[src/rtl/apple_video_fetch.sv]
// Scanline prefetcher for the Apple II shadow video memory. For each line
// request it walks the 40 column addresses of one text/lores or hires row,
// two columns per read, and forwards every returned word into a 20-entry
// line buffer tagged with its column-pair index.
module apple_video_fetch #(
  parameter int READ_LATENCY = 1  // cycles from read strobe to valid data, 1..3
) (
  input  logic        clk_logic,
  input  logic        system_reset_n,
  input  logic        line_start_i,
  input  logic [7:0]  line_i,
  input  logic        text_mode_i,
  input  logic        page2_i,
  input  logic        vgc_active_i,
  output logic [15:0] video_address_o,
  output logic        video_rd_o,
  input  logic [31:0] video_data_i,
  input  logic        lb_ready_i,
  output logic        lb_wr_o,
  output logic [4:0]  lb_addr_o,
  output logic [31:0] lb_data_o,
  output logic        busy_o,
  output logic        line_done_o
);

  localparam logic [4:0] LAST_K = 5'd19;  // 20 column pairs per row

  typedef enum logic [1:0] {IDLE, FETCH, DRAIN, DONE} state_t;

  state_t      state_q, state_d;
  logic [15:0] base_q, base_d;
  logic [4:0]  k_q;
  logic [READ_LATENCY-1:0] pipe_vld_q;
  logic [4:0]  pipe_k_q [READ_LATENCY];
  logic [4:0]  row;
  logic        skip;
  logic        abort;
  logic        issue;
  logic        in_flight;
  logic        tag_out;

  // Multiply a 2-bit row-group index by 40 (40 = 32 + 8).
  function automatic logic [15:0] times40(input logic [1:0] x);
    return {9'b0, x, 5'b0} + {11'b0, x, 3'b0};
  endfunction

  // Row base address of the requested line, evaluated from the live request.
  always_comb begin
    // NOTE: every always_comb output gets a default first, so no path can
    // leave it unassigned and infer a latch.
    base_d = 16'h0000;
    row    = line_i[7:3];
    if (text_mode_i) begin
      base_d = (page2_i ? 16'h0800 : 16'h0400)
             + {6'b0, row[2:0], 7'b0}
             + times40(row[4:3]);
    end else begin
      base_d = (page2_i ? 16'h4000 : 16'h2000)
             + {3'b0, line_i[2:0], 10'b0}
             + {6'b0, line_i[5:3], 7'b0}
             + times40(line_i[7:6]);
    end
  end

  // A request that cannot be fetched completes at once with no memory traffic.
  assign skip      = vgc_active_i || (line_i >= 8'd192);
  // A new request arriving mid-line throws away everything still in flight.
  assign abort     = line_start_i && (state_q == FETCH || state_q == DRAIN);
  // Reads stop the moment the VGC takes memory or a new request arrives.
  assign issue     = (state_q == FETCH) && lb_ready_i && !vgc_active_i && !line_start_i;
  assign in_flight = |pipe_vld_q;
  assign tag_out   = pipe_vld_q[READ_LATENCY-1] && !abort;

  assign video_rd_o      = issue;
  assign video_address_o = (state_q == FETCH) ? base_q + {10'b0, k_q, 1'b0} : 16'h0000;
  assign busy_o          = (state_q != IDLE);
  assign line_done_o     = (state_q == DONE);

  // Next-state logic; a line request restarts from any state.
  always_comb begin
    state_d = state_q;
    if (line_start_i) begin
      state_d = skip ? DONE : FETCH;
    end else begin
      case (state_q)
        IDLE:    state_d = IDLE;
        FETCH:   if (vgc_active_i || (issue && k_q == LAST_K)) state_d = DRAIN;
        DRAIN:   if (!in_flight) state_d = DONE;
        DONE:    state_d = IDLE;
        default: state_d = IDLE;
      endcase
    end
  end

  // State register.
  always_ff @(posedge clk_logic) begin
    // NOTE: sequential state uses non-blocking assignments so every register
    // samples pre-edge values regardless of statement order.
    if (!system_reset_n) state_q <= IDLE;
    else                 state_q <= state_d;
  end

  // Issue counter, row base, tag valid pipeline and line buffer write port.
  always_ff @(posedge clk_logic) begin
    if (!system_reset_n) begin
      base_q     <= 16'h0000;
      k_q        <= 5'd0;
      pipe_vld_q <= '0;
      lb_wr_o    <= 1'b0;
      lb_addr_o  <= 5'd0;
      lb_data_o  <= 32'h0000_0000;
    end else begin
      // The row base captures line, mode and page for the whole fetch.
      if (line_start_i) begin
        base_q <= base_d;
        k_q    <= 5'd0;
      end else if (issue) begin
        k_q <= k_q + 5'd1;
      end

      pipe_vld_q[0] <= issue;
      for (int i = 1; i < READ_LATENCY; i++) pipe_vld_q[i] <= pipe_vld_q[i-1];
      if (abort) pipe_vld_q <= '0;

      lb_wr_o <= tag_out;
      if (tag_out) begin
        lb_addr_o <= pipe_k_q[READ_LATENCY-1];
        lb_data_o <= video_data_i;
      end
    end
  end

  // Column-pair index travelling alongside each outstanding read.
  always_ff @(posedge clk_logic) begin
    // NOTE: the tag payloads are deliberately not reset; the valid bits alone
    // decide whether a slot means anything.
    pipe_k_q[0] <= k_q;
    for (int i = 1; i < READ_LATENCY; i++) pipe_k_q[i] <= pipe_k_q[i-1];
  end

endmodule

[config.mk]
export PLATFORM = sky130hd
export DESIGN_NAME = apple_video_fetch
export DESIGN_NICKNAME = d
export VERILOG_FILES = /design/src/rtl/apple_video_fetch.sv
export SDC_FILE = /design/constraint.sdc
export NUM_CORES = 1
export LEC_CHECK = 0
export BUFFER_PORTS_ARGS = -buffer_cell sky130_fd_sc_hd__buf_2
export CAP_MARGIN = 20
export CELL_PAD_IN_SITES_DETAIL_PLACEMENT = 0
export CELL_PAD_IN_SITES_GLOBAL_PLACEMENT = 2
export CORE_UTILIZATION = 25
export DETAILED_ROUTE_END_ITERATION = 12
export GPL_ROUTABILITY_DRIVEN = 0
export PLACE_DENSITY_LB_ADDON = 0.1
export SLEW_MARGIN = 25
export SYNTH_ARGS = -nofsm -noshare
export SYNTH_HDL_FRONTEND = slang
export SYNTH_SLANG_ARGS = --single-unit
export TNS_END_PERCENT = 1
[constraint.sdc]
create_clock -name clk_logic -period 1.9 [get_ports clk_logic]
set_input_delay 0.38 -clock clk_logic [delete_from_list [all_inputs] [get_ports clk_logic]]
set_output_delay 0.38 -clock clk_logic [all_outputs]
set_load 0.02 [all_outputs]
==> results.toml <==
[power]
leakagePower_uw = 0.00173
p_per_area_nw_per_um2 = 725
max-vdd-ir-drop_mv = 0.302

[final_layout]
layout.cell_area.non_filler_um2 = 3790
n_antenna_cell = 0
most-common-layout-cells = "98 x buf_2, 87 x nand2_1, 57 x dfxtp_1, 38 x a21boi_0, 17 x buf_4"
num-nets-final = 482
area_grow_syn2layout_pct = 39.6
post_route_cells_drive_above_1_share_pct = 36.4
filler_cells_inserted = 1158
mostFrequentLayoutCell = "buf_2"

[global_route]
largest_net_degree_at_the_start_of_global_routing = 25
grt_antenna_before_repair = 0
grt-ovfl-total = 0
first_global_vias = 2401
grt_util_all_layers_pct = 13.3
grt_pass1_wl_um = 11700

[synthesis]
synth-async-reset-ratio_pct = 0
muxShareOfSynthArea_pct = 3.69
syn_nets = 365
synthCells = 309
synth_area_leader_cell = "dfxtp_1"
synth-compound-area-share_pct = 14.9
synthSimpleGateAreaFrac_pct = 23.8
post_synth_main_area_contributors = "dfxtp_1 45%, nand2_1 12%, a21boi_0 11%"
synth-seq-area-share_pct = 45.0
postSynth.topFlopCell = "dfxtp_1"
synthesis.area_per_instance_um2 = 8.79
post_synth_xor_area_fraction_pct = 4.19
main_combinational_cell_family_by_area_after_synthesis = "simple AND/OR/NAND/NOR gates"
edff_count_synth = 0
yosys_register_bits = 61
synth_fa_ha_area_share_pct = 4.42
synth_warnings = 0
mappedNetlistArea_um2 = 2720
ys_types = 37
fraction_of_synthesized_cell_area_taken_by_the_top_area_cell_type_pct = 45.0

[detailed_routing]
post_drt_wl_per_cell_um = 12.4
drt_first_iter_violations = 71
antenna_violating_nets_post_route = 0
drc = 0
route.final.wire_length_um = 7040
average_via_count_per_standard_cell = 4.23
drt_pass1_iterations = 4
num_vias = 2400

[clock_network]
tritoncts.num_buffers = 9
hold_buffers = 0
clk_root_buffer_cell = "clkbuf_8"
numClockSinks = 61
clk-insertion-delay-late_ns = 0.33
cts_tree = "done"
clk_buf_depth = 2
cts.repair_timing.setup_buffer_count = 0
cts.htree.levels = 3
cts.reportedPaths.clkPinSlew_ns = 0.08

[critical_path]
timing.critical_path.from = "base_q[5]"
cp_max_fo = 3
r2r_end = "lb_data_o[23]"
setup.worst_path.class = "reg2out"
critical_path.cell_chain = "ha_4 > fa_2 > a21oi_4 > nor3b_2 > xor2_1 > and2_1 > buf_6"
cp.depth = 7
r2r-start = "state_q[0]"
critical_path.startpoint_type = "register"
arrival_ns = 1.87
timing.critical_path.required_ns = 1.52
family_with_the_most_delay_on_the_worst_path = "adder cells"
crit_slowest_cell = "fa_2"
critPathBufInv = 1
critPathCapture = "video_address_o[11]"
largest_stage_delay_on_the_critical_path_ns = 0.37
setup.reg_to_reg.worst_slack_ns = 0.26
worst_r2r_path_depth = 7
critPathCaptureType = "primary output"

[timing]
setup_viol_count_final = 12
setup_ws_ns = -0.347
post-route-period-util_pct = 118
timing.final.crit_period_ns = 2.25
fin_worst_skew_ns = 0.0123
final-hold-violation-count = 0
maxClockFrequency_ghz = 0.445
rsz0062_at_grt = "true"
maxSlewViolCount = 0

[status]
status = "finished, violations left"
failed_checks = "setup timing"

[placed_design]
placed_cell_area_um2 = 3500
port_buffers = 102
place.detailed.hpwl_um = 5120
place_ws_ns = -0.104

[floorplan]
chipWidth_um = 106
die_height_um = 106
initial_core_util_pct = 26.1
fp.dieArea_um2 = 11300
cell_row_count = 37
design.core.area_um2 = 10400
io_pins = 104

[flow_run]
maxCapViolCount = 0

[worst_hold_path]
class_of_the_worst_hold_path = "in2reg"
[area by class of cell]
type                            count  area (um2)  share of cell area, %
Clock buffer                        9         124                   3.27
Clock inverter                      7        73.8                   1.95
Inverter                            6        22.5                  0.594
Multi-Input combinational cell    225        1450                   38.2
Sequential cell                    61        1230                   32.4
Tap cell                          136         170                   4.49
Timing Repair Buffer              123         726                   19.1
[stage by stage]
step | util, % | power, uW | std cells | hold WS [ns] | setup TNS [ns]
after floorplan | - | 1490 | 309 | 0.375 | 0
after CTS | 36.1 | 2820 | 567 | 0.259 | -4.22
after detailed placement | 33.6 | 1610 | 551 | 0.401 | -0.447
after global routing | 36.4 | 2900 | 567 | 0.279 | -4.57
final | 36.4 | 2750 | 567 | 0.284 | -3.49
after global placement | 33.6 | 1610 | 551 | 0.399 | -0.382
[Yosys cell counts (2+ instances only)]
master     n
nand2_1   87
dfxtp_1   61
a21boi_0  38
and2_1    16
mux2i_1   10
xor2_1     9
ha_1       8
nor2_1     8
a21oi_1    7
buf_2      7
clkbuf_1   7
inv_1      6
nor2b_1    6
nand4_1    4
xnor2_1    4
and3_1     3
buf_4      3
nand2b_1   3
nand3_1    2
o211a_1    2
o21a_1     2
[how the worst min path moves through the flow]
| stage | depth (start not counted) | start | endpoint | slack (ns) |
|---|---|---|---|---|
| 6_report | 3 | video_data_i[7] | lb_data_o[7] | 0.28 |
| 5_1_grt | 3 | video_data_i[30] | lb_data_o[30] | 0.28 |
| 4_1_cts | 3 | video_data_i[7] | lb_data_o[7] | 0.26 |
| 3_5_place_dp | 0 | k_q[1] | pipe_k_q[0][1] | 0.40 |
| 3_3_place_gp | 0 | k_q[1] | pipe_k_q[0][1] | 0.40 |
| 2_1_floorplan | 0 | k_q[1] | pipe_k_q[0][1] | 0.37 |
[flip-flops by register name, summed over array words and instances, names as in the netlist]
register	count
base_q	10
state_q	2
lb_wr_o	1
k_q	5
lb_data_o	32
pipe_k_q	5
in_flight	1
lb_addr_o	5
[what timing repair did]
action / CTS / global route
resized for setup: 16 / 10
endpoints found under the setup margin: 16 / 23
pin swaps: 9 / 6
[worst min-delay path, cell delays in order]
cell and delay [ns]:
buf_2 0.09, nand2_1 0.04, a21boi_0 0.06
[cells by family (layout without fill, tap and decap cells)]
kind of cell / after synthesis / in the layout
fa+ha+maj: 9 / 9
compound gates: 55 / 55
flops: 61 / 61
other cells: 1 / 1
xor+xnor: 13 / 13
simple gates: 137 / 137
buf+inv: 23 / 145
mux: 10 / 10
[power breakdown]
group | internal, uW | switching (uW)
sequential | 1300 | 22.9
clock | 610 | 547
combinational | 133 | 136
[metal layers]
layer  wire, um  vias up  GRT usage (%)
met5          0        -              0
met4         66        0           4.76
met3        430        6           4.05
met2       3260       71           21.7
met1       3290     1076           16.5
li1           -     1247              -
(Power assumes the default switching activity.)
